$ cat config.mk
export PLATFORM = sky130hd
export DESIGN_NAME = game_ctrl
export DESIGN_NICKNAME = d
export VERILOG_FILES = /design/src/rtl/game_pkg.sv /design/src/rtl/game_ctrl_rise_edge.sv /design/src/rtl/game_ctrl.sv
export SDC_FILE = /design/constraint.sdc
export NUM_CORES = 1
export LEC_CHECK = 0
export BUFFER_PORTS_ARGS = -buffer_cell sky130_fd_sc_hd__buf_2
export CAP_MARGIN = 20
export CORE_MARGIN = 5
export CORE_UTILIZATION = 57
export CTS_CLUSTER_DIAMETER = 120
export DETAILED_ROUTE_END_ITERATION = 12
export GPL_TIMING_DRIVEN = 0
export PLACE_DENSITY = 0.79
export SYNTH_ARGS = -nofsm -noshare
export SYNTH_HDL_FRONTEND = slang
export SYNTH_SLANG_ARGS = --single-unit
export TNS_END_PERCENT = 5
$ cat constraint.sdc
create_clock -name clk -period 2 [get_ports clk]
set_input_delay 0.1 -clock clk [delete_from_list [all_inputs] [get_ports clk]]
set_output_delay 0.1 -clock clk [all_outputs]
set_load 0.03 [all_outputs]
$ cat src/rtl/game_pkg.sv
// -----------------------------------------------------------------------------
// game_pkg
// Shared types and constants for the game controller.
//   state_e    : FSM state encoding, which is also visible on the state output.
//   SCORE_MAX  : ceiling for the 8-bit score.
//   CD_CNT_W   : width of the pre-round countdown counter.
// -----------------------------------------------------------------------------
package game_pkg;

    typedef enum logic [2:0] {
        ST_IDLE      = 3'd0,
        ST_COUNTDOWN = 3'd1,
        ST_RUN       = 3'd2,
        ST_PAUSED    = 3'd3,
        ST_OVER      = 3'd4
    } state_e;

    localparam logic [7:0] SCORE_MAX = 8'd255;
    localparam int         CD_CNT_W  = 28;

endpackage : game_pkg

$ cat src/rtl/game_ctrl_rise_edge.sv
// -----------------------------------------------------------------------------
// rise_edge
// Registered rising-edge detector. pulse_o is high for exactly one cycle,
// one cycle after d_i is first sampled high following a low sample.
//   clk     : clock, posedge
//   reset   : synchronous active-high reset, clears history and pulse
//   d_i     : level input
//   pulse_o : one-cycle rising-edge pulse
// -----------------------------------------------------------------------------
module rise_edge (
    input  logic clk,
    input  logic reset,
    input  logic d_i,
    output logic pulse_o
);

    logic prev_q;
    logic pulse_q;

    always_ff @(posedge clk) begin
        if (reset) begin
            prev_q  <= 1'b0;
            pulse_q <= 1'b0;
        end else begin
            prev_q  <= d_i;
            pulse_q <= d_i & ~prev_q;
        end
    end

    assign pulse_o = pulse_q;

endmodule : rise_edge

$ cat src/rtl/game_ctrl.sv
// -----------------------------------------------------------------------------
// game_ctrl
// Round controller for the catch game: start/pause/score handling, pre-round
// countdown and round time limit, driving the external round timer.
//   clk         : sole clock, posedge
//   reset       : synchronous active-high reset
//   start       : level button, rising edge starts/restarts a round
//   pause       : level button, rising edge toggles pause
//   catch_evt   : level, rising edge = target caught
//   penalty_evt : level, rising edge = penalty
//   elapsed     : BCD elapsed round time from the round timer
//   timer_reset : round timer reset
//   timer_halt  : round timer halt
//   points      : current score
//   game_over   : high while the round is over
//   state       : current FSM state code
// -----------------------------------------------------------------------------
module game_ctrl
    import game_pkg::*;
#(
    parameter logic [19:0] TIME_LIMIT_BCD   = 20'h00600,
    parameter int unsigned COUNTDOWN_CYCLES = 195000000,
    parameter logic [7:0]  CATCH_PTS        = 8'd1
) (
    input  logic        clk,
    input  logic        reset,
    input  logic        start,
    input  logic        pause,
    input  logic        catch_evt,
    input  logic        penalty_evt,
    input  logic [19:0] elapsed,
    output logic        timer_reset,
    output logic        timer_halt,
    output logic [7:0]  points,
    output logic        game_over,
    output logic [2:0]  state
);

    localparam logic [CD_CNT_W-1:0] CD_LAST = CD_CNT_W'(COUNTDOWN_CYCLES - 1);

    function automatic logic [7:0] sat_add(input logic [7:0] a, input logic [7:0] b);
        logic [8:0] sum;
        sum = {1'b0, a} + {1'b0, b};
        return sum[8] ? SCORE_MAX : sum[7:0];
    endfunction

    function automatic logic [7:0] sat_dec(input logic [7:0] a);
        return (a == 8'd0) ? 8'd0 : a - 8'd1;
    endfunction

    // Edge detection: everything downstream sees only one-cycle pulses.
    logic start_p, pause_p, catch_p, pen_p;

    rise_edge u_start_edge   (.clk(clk), .reset(reset), .d_i(start),       .pulse_o(start_p));
    rise_edge u_pause_edge   (.clk(clk), .reset(reset), .d_i(pause),       .pulse_o(pause_p));
    rise_edge u_catch_edge   (.clk(clk), .reset(reset), .d_i(catch_evt),   .pulse_o(catch_p));
    rise_edge u_penalty_edge (.clk(clk), .reset(reset), .d_i(penalty_evt), .pulse_o(pen_p));

    state_e              state_q, state_d;
    logic [CD_CNT_W-1:0] cnt_q, cnt_d;
    logic [7:0]          points_q, points_d;
    logic                timer_reset_q, timer_reset_d;
    logic                timer_halt_q, timer_halt_d;
    logic                game_over_q, game_over_d;
    logic                limit_hit;

    // BCD digits compare correctly as a plain unsigned number.
    assign limit_hit = (elapsed >= TIME_LIMIT_BCD);

    always_comb begin
        state_d  = state_q;
        cnt_d    = cnt_q;
        points_d = points_q;

        case (state_q)
            ST_IDLE, ST_OVER: begin
                if (start_p) begin
                    state_d  = ST_COUNTDOWN;
                    cnt_d    = '0;
                    points_d = 8'd0;
                end
            end
            ST_COUNTDOWN: begin
                if (cnt_q == CD_LAST) begin
                    state_d = ST_RUN;
                end else begin
                    cnt_d = cnt_q + 1'b1;
                end
            end
            ST_RUN: begin
                // Time limit wins over pause and freezes the score.
                if (limit_hit) begin
                    state_d = ST_OVER;
                end else begin
                    if (pause_p) begin
                        state_d = ST_PAUSED;
                    end
                    // Coincident catch and penalty cancel out.
                    if (catch_p && !pen_p) begin
                        points_d = sat_add(points_q, CATCH_PTS);
                    end else if (pen_p && !catch_p) begin
                        points_d = sat_dec(points_q);
                    end
                end
            end
            ST_PAUSED: begin
                if (pause_p) begin
                    state_d = ST_RUN;
                end
            end
            default: begin
                state_d = ST_IDLE;
            end
        endcase
    end

    // Outputs are decoded from the next state so they register together
    // with the state itself.
    always_comb begin
        timer_reset_d = 1'b0;
        timer_halt_d  = 1'b1;
        game_over_d   = 1'b0;
        case (state_d)
            ST_IDLE, ST_COUNTDOWN: begin
                timer_reset_d = 1'b1;
                timer_halt_d  = 1'b1;
            end
            ST_RUN: begin
                timer_halt_d = 1'b0;
            end
            ST_PAUSED: begin
                timer_halt_d = 1'b1;
            end
            ST_OVER: begin
                timer_halt_d = 1'b1;
                game_over_d  = 1'b1;
            end
            default: begin
                timer_reset_d = 1'b1;
                timer_halt_d  = 1'b1;
            end
        endcase
    end

    always_ff @(posedge clk) begin
        if (reset) begin
            state_q       <= ST_IDLE;
            cnt_q         <= '0;
            points_q      <= 8'd0;
            timer_reset_q <= 1'b1;
            timer_halt_q  <= 1'b1;
            game_over_q   <= 1'b0;
        end else begin
            state_q       <= state_d;
            cnt_q         <= cnt_d;
            points_q      <= points_d;
            timer_reset_q <= timer_reset_d;
            timer_halt_q  <= timer_halt_d;
            game_over_q   <= game_over_d;
        end
    end

    assign timer_reset = timer_reset_q;
    assign timer_halt  = timer_halt_q;
    assign points      = points_q;
    assign game_over   = game_over_q;
    assign state       = state_q;

endmodule : game_ctrl
==> results of run 1 <==
==> synthesized netlist by cell type (5+ instances only) <==
master and instances:
and3_1 12, clkbuf_1 12, nor2b_1 14, o21ai_1 10, o211ai_1 5, nand2_1 26
nand3_1 19, inv_1 9, o21ai_0 9, dfxtp_1 50, or4_1 8, nand4_1 11
nor2_1 20, nor3_1 6, and4_1 6, o31ai_1 7, a21oi_1 28, or3_1 13
==> report_power, final <==
part | switching (uW) | leakage [uW] | internal [uW]
sequential | 7.30 | 0.000407 | 1010
combinational | 76.8 | 0.000670 | 41.5
clock | 339 | 0.0000362 | 239
total | 423 | 0.00111 | 1290
==> stage by stage <==
stage	worst slack [ps]	setup TNS (ps)	total power (uW)	cell area [sq um]
floorplan	60.0	0	1110	2750
global placement	-146	-999	1150	2970
detailed placement	-173	-1470	1150	2970
CTS	-28.2	-47.0	1720	3100
global route	-60.6	-408	1800	3170
finish	40.8	0	1710	3170
==> what timing repair did <==
action                                  CTS  global route
gates resized for setup                   5            17
setup buffers                             2             3
endpoints found under the setup margin   22            35
pin swaps                                 1             3
==> worst max-delay path, cell delays in order, from the launching register on <==
cell	delay, ps
dfxtp_2	370
or3b_1	380
buf_2	200
nor3_4	150
o31ai_4	130
buf_4	170
or3_1	340
a21oi_1	140
==> cell usage in the layout, fill, tap and decap left out, drive strengths merged, types with 5 or more instances in the layout <==
| master | count |
|---|---|
| o21ai | 19 |
| and3 | 12 |
| and4 | 6 |
| nor2b | 14 |
| clkbuf | 17 |
| o211ai | 5 |
| or3 | 13 |
| inv | 9 |
| nor4 | 5 |
| buf | 40 |
| nand2 | 26 |
| nand4 | 11 |
| a21oi | 28 |
| dfxtp | 50 |
| or4 | 8 |
| nor2 | 21 |
| o31ai | 8 |
| nor3 | 9 |
| nand3 | 19 |
==> worst max-delay path by stage <==
| stage | startpoint | to |
|---|---|---|
| floorplan | state[0] | cnt_q[18] |
| detailed placement | cnt_q[15] | cnt_q[22] |
| global placement | cnt_q[15] | cnt_q[22] |
| CTS | points[0] | points[4] |
| finish | state[1] | cnt_q[10] |
| global route | state[1] | cnt_q[24] |
==> cell families (layout without fill, tap and decap cells) <==
| kind of cell | Yosys count | count (layout) |
|---|---|---|
| mux | 3 | 3 |
| compound gates | 88 | 88 |
| flops | 50 | 50 |
| buf+inv | 26 | 68 |
| fa+ha+maj | 4 | 4 |
| xor+xnor | 3 | 3 |
| simple gates | 162 | 162 |
==> metal layers <==
layer / GRT usage [%] / vias to the layer above
li1: - / 1359
met1: 29.7 / 1243
met2: 38.3 / 100
met3: 3.95 / 6
met4: 7.90 / 0
met5: 0 / -
==> area by class of cell <==
cell class	count	area share, %
clock buffer	5	2.17
sequential	50	31.8
buffer	17	2.49
multi-input combinational	260	53.9
clock inverter	2	0.474
inverter	9	1.07
tap	54	2.13
timing repair buffer	35	5.93
==> summary.md, run 1 <==
| Metric | Value |
|---|---|
| Nets | `408` |
| Post-synth ARST share | `0%` |
| Final core utilization | `between 60% and 70%` |
| Die height | `79.5 um` |
| Worst Hold Path Cells | `2` |
| Via count | `around 2700` |
| Synth Area in Compound Gates | `20.9%` |
| Initial antenna violation count | `0` |
| Fillers | `395` |
| Core area | `4690 sq um` |
| Post-Syn Area per Cell | `between 8 and 9 sq um` |
| LEAKAGE | `0.00111 uW` |
| Layout cells sized above 1 | `between 10% and 20%` |
| I/O pin count | `40` |
| CP endpoint kind | `register` |
| Max FO, Critical Path | `10` |
| Antenna viol nets, final | `0` |
| First drt pass iteration count | `4` |
| Flops & latches, synth | `50` |
| Post-synthesis simple-gate area fraction | `35.0%` |
| Worst hold margin | `around 35 ps` |
| # diodes | `0` |
| Wirelength, routed | `~7000 um` |
| Combinational family with the most area after synthesis | `simple AND/OR/NAND/NOR gates` |
| Gr usage total | `about 23%` |
| DR iter-0 viols | `260` |
| Congestion Overflow GR | `0` |
| Root Buffer | `clkbuf_8` |
| Max Cap Viol | `0` |
| Least-Margin Pin Slew | `537 ps` |
| R2R depth | `7` |
| Prevailing post-synth register cell | `dfxtp_1` |
| Worst r2r dst | `cnt_q[10]` |
| Area grow syn2layout | `15.0%` |
| Multi-input logic area | `1710 sq um` |
| Setup Skew | `11.3 ps` |
| Clk_lat worst skew | `310 ps` |
| Worst vdd ir | `0.310 mV` |
| DP Cell Count | `420` |
| Hold Path End | `u_start_edge.prev_q` |
| Mapped Cells | `336` |
| Worst r2r src | `state[1]` |
| Required time worst endpoint | `2240 ps` |
| RSZ-0062 raised after global routing | `yes` |
| Yosys top cell by area | `dfxtp_1` |
| Post-synthesis sequential area ratio | `between 30% and 40%` |
| Row count | `25` |
| Min-delay worst type | `input port to register` |
| WL met1 | `3080 um` |
| Die area | `between 6000 and 7000 sq um` |
| Min-delay src | `start` |
| Fin cells | `432` |
| Proportion of synthesized area in mux cells | `1.09%` |
| Max H-tree Level | `2` |
| Dpl hpwl | `4870 um` |
| # clock sinks | `50` |
| Met3 wire length | `approximately 430 um` |
| XOR/XNOR Fraction of Synth Area | `0.955%` |
| Global-route wire length before repair | `11800 um` |
| Post-CTS Hold Buffers | `0` |
| TritonCTS Buffers | `5` |
| Effective utilization at floorplan | `approximately 59%` |
| Die width | `just under 80 um` |
| TritonCTS clock tree | `yes` |
| Synth top area share | `a little over a third` |
| CTS max path bufs | `2` |
| RD Place Congestion | `0.868` |
| Period utilization | `98.0%` |
| Post-synth EDFFs | `0` |
| Max-slew violations | `0` |
| # port buffers | `30` |
| Mapped Nets | `366` |
| CP Class | `register to register` |
| Vias per std cell | `6.27` |
| Cell Area, Synth | `roughly 2800 sq um` |
| Critical Path Source Type | `register` |
| Pin count of the biggest net entering global routing | `16` |
| P per Cell Area | `540 nW/um^2` |
| Vias in the first global route | `2513` |
| Highest metal used | `met4` |
| Relative slew slack | `64.1%` |
| Final Setup Violations | `0` |
| FF-to-FF setup slack | `40 ps` |
| Reg clk slew, reported paths | `90 ps` |
| Fmax | `510 MHz` |
| Status | `completed` |
| Yosys warns | `0` |
| Top post-synthesis cells by area | `dfxtp_1, a21oi_1, nand2_1, nand3_1, nor2b_1` |
| DRC viols | `0` |
| Crit path DAT | `roughly 2200 ps` |
| Number of library cell types mapped by synthesis | `59` |
| FF+latch area | `~1000 sq um` |
| Post-Synth Adder-Cell Area | `approximately 1.8%` |
| Wire per inst | `15.8 um` |
| Hold Violations, Final | `0` |
| Routed wl met2 | `3280 um` |
| Most flops, register | `cnt_q` |
| Max reg flops | `28` |
| Final min period | `between 1500 and 2000 ps` |
Power figures use the tool's default switching activity.
==> run 2, diff against run 1 <==
CORE_UTILIZATION = 35   (was 57)
PLACE_DENSITY = 0.65   (was 0.79)
clock period = 1.6 ns   (was 2 ns; I/O delays follow)
==> summary.md, run 2 (synthesized netlist as in run 1, its figures left out) <==
| Metric | Value |
|---|---|
| Status | `finished, violations left` |
| Failing checks | `negative setup slack` |
| Fin cells | `489 (+13%)` |
| Worst r2r dst | `cnt_q[18]` |
| Max-slew violations | `0 (unchanged)` |
| Vias per std cell | `5.59 (-11%)` |
| I/O pin count | `40 (unchanged)` |
| Post-CTS Hold Buffers | `0 (unchanged)` |
| Row count | `32 (+28%)` |
| Post-Place Setup Slack | `-508 ps (-335 ps)` |
| Gr usage total | `14.8% (-8.2 points)` |
| Root Buffer | `clkbuf_8` |
| Final min period | `1870 ps (-92.4 ps)` |
| Max H-tree Level | `2 (unchanged)` |
| Required time worst endpoint | `1840 ps (-400 ps)` |
| Met2 usage | `25.4% (-13 points)` |
| TritonCTS clock tree | `yes` |
| # clock sinks | `50 (unchanged)` |
| Pin count of the biggest net entering global routing | `16 (unchanged)` |
| Via count | `2735 (+1.0%)` |
| CP Class | `register to register` |
| Max FO, Critical Path | `8 (-2)` |
| FF-to-FF setup slack | `-270 ps (-310 ps)` |
| Delay-heaviest family, CP | `simple AND/OR/NAND/NOR gates` |
| Antenna viol nets, final | `0 (unchanged)` |
| Layout cells sized above 1 | `28.7% (+10 points)` |
| Most frequent cells in the layout | `dfxtp_1, buf_2, a21oi_1` |
| First drt pass iteration count | `4 (unchanged)` |
| Critical Path Source Type | `register` |
| LEAKAGE | `0.00122 uW (+9.4%)` |
| Least-Margin Pin Slew | `535 ps (-1.65 ps)` |
| R2R depth | `7 (unchanged)` |
| Dpl hpwl | `5010 um (+2.9%)` |
| Cell type of the slowest stage on the worst timing path | `or4_1` |
| Commonest non-fill, non-tap cell in the layout | `dfxtp_1` |
| RD Place Congestion | `0.820 (-5.5%)` |
| Most frequent CP cell | `buf_6` |
| Hold Violations, Final | `0 (unchanged)` |
| Most flops, register | `cnt_q` |
| Slowest stage delay, CP | `390 ps (about the same)` |
| P per Cell Area | `664 nW/um^2 (+23%)` |
| DRC viols | `0 (unchanged)` |
| Reg clk slew, reported paths | `100 ps (about the same)` |
| Crit-path cells | `or3b_1, buf_6, nor3_4, o31ai_4, buf_6, or4_1, a21oi_1` |
| Effective utilization at floorplan | `35.8% (-23 points)` |
| Wire per inst | `14.8 um (-6.5%)` |
| # port buffers | `30 (unchanged)` |
| Die width | `98.7 um (+24%)` |
| Max Cap Viol | `0 (unchanged)` |
| Fmax | `536 MHz (+4.9%)` |
| Congestion Overflow GR | `0 (unchanged)` |
| Area grow syn2layout | `27.5%` |
| Fillers | `756 (+91%)` |
| Most Used Layer, Global Route | `met2` |
| Worst r2r src | `state[2]` |
| Final Setup Violations | `34 (+34)` |
| Wirelength, routed | `7240 um (+5.8%)` |
| Final setup margin | `-267 ps (-308 ps)` |
| Vias in the first global route | `2544 (+1.2%)` |
| Hold Path End | `u_penalty_edge.prev_q` |
| Core area | `7690 sq um (+64%)` |
| Period utilization | `117% (+19 points)` |
| Final Total Pwr | `2330 uW (+36%)` |
| DP Cell Count | `468 (+11%)` |
| TritonCTS Buffers | `5 (unchanged)` |
| Die height | `98.7 um (+24%)` |
| CP endpoint kind | `register` |
| Global Route met3 Usage | `2.55% (-1.4 points)` |
| Worst Hold Path Cells | `2 (unchanged)` |
| # diodes | `0 (unchanged)` |
| CTS max path bufs | `2 (unchanged)` |
| RSZ-0062 raised after global routing | `yes` |
| Crit path DAT | `2110 ps (-90 ps)` |
| Setup Skew | `12.3 ps (+0.946 ps)` |
| Nets | `416 (+2.0%)` |
| Global-route wire length before repair | `11900 um (+1.3%)` |
| Relative slew slack | `64.3% (+0.24 points)` |
| Worst vdd ir | `0.328 mV (+5.8%)` |
| Max reg flops | `28 (unchanged)` |
| Clk_lat worst skew | `310 ps (about the same)` |
| Min-delay worst type | `input port to register` |
| Initial antenna violation count | `0 (unchanged)` |
| DR iter-0 viols | `156 (-40%)` |
| Buffers & Inverters on Critical Path | `2 (unchanged)` |
| Die area | `9740 sq um (+54%)` |
| Met1 Resource Use GR | `18.7% (-11 points)` |
| Min-delay src | `penalty_evt` |
[run 2: how the worst max path moves through the flow]
stage               startpoint   endpoint  cells after the start
finish                state[2]  cnt_q[18]                      7
global route          state[2]  cnt_q[18]                      7
CTS                   state[2]  cnt_q[18]                      7
detailed placement    cnt_q[6]   cnt_q[1]                      6
global placement      cnt_q[0]   cnt_q[1]                      6
floorplan             state[2]  cnt_q[18]                      6
[run 2: stage by stage]
stage	instance area (sq um)	util, %	setup TNS, ps	hold slack [ps]
final	3510	45.6	-3970	21.4
after global routing	3510	45.6	-7400	30.8
after CTS	3460	45.0	-5070	21.5
after detailed placement	3060	39.8	-13810	340
after global placement	3060	39.8	-12620	326
after floorplan	2790	-	-3420	235
[run 2: routing by layer]
layer	wire (um)	part of all wire, %
met5	0	0
met3	253	3.5
met2	3660	51
met4	123	1.7
met1	3210	44
[run 2: power breakdown]
group,internal [uW],switching (uW),total (uW)
combinational,67.2,102,169
sequential,1250,10.5,1260
clock,467,431,898
[run 2: repair_timing]
item / 4_1_cts / 5_1_grt
endpoints found under the setup margin: 39 / 39
cloned: 1 / 0
pin swaps: 18 / 8
setup buffers: 10 / 3
gates resized for setup: 56 / 15
[run 2: area by class of cell]
type / count / area (sq um) / area share [%]
Tap cell: 102 / 128 / 3.64
Timing Repair Buffer: 44 / 267 / 7.60
Clock buffer: 6 / 72.6 / 2.07
Sequential cell: 50 / 1040 / 29.5
Multi-Input combinational cell: 260 / 1830 / 52.1
Clock inverter: 2 / 37.5 / 1.07
Buffer: 16 / 106 / 3.03
Inverter: 9 / 33.8 / 0.963
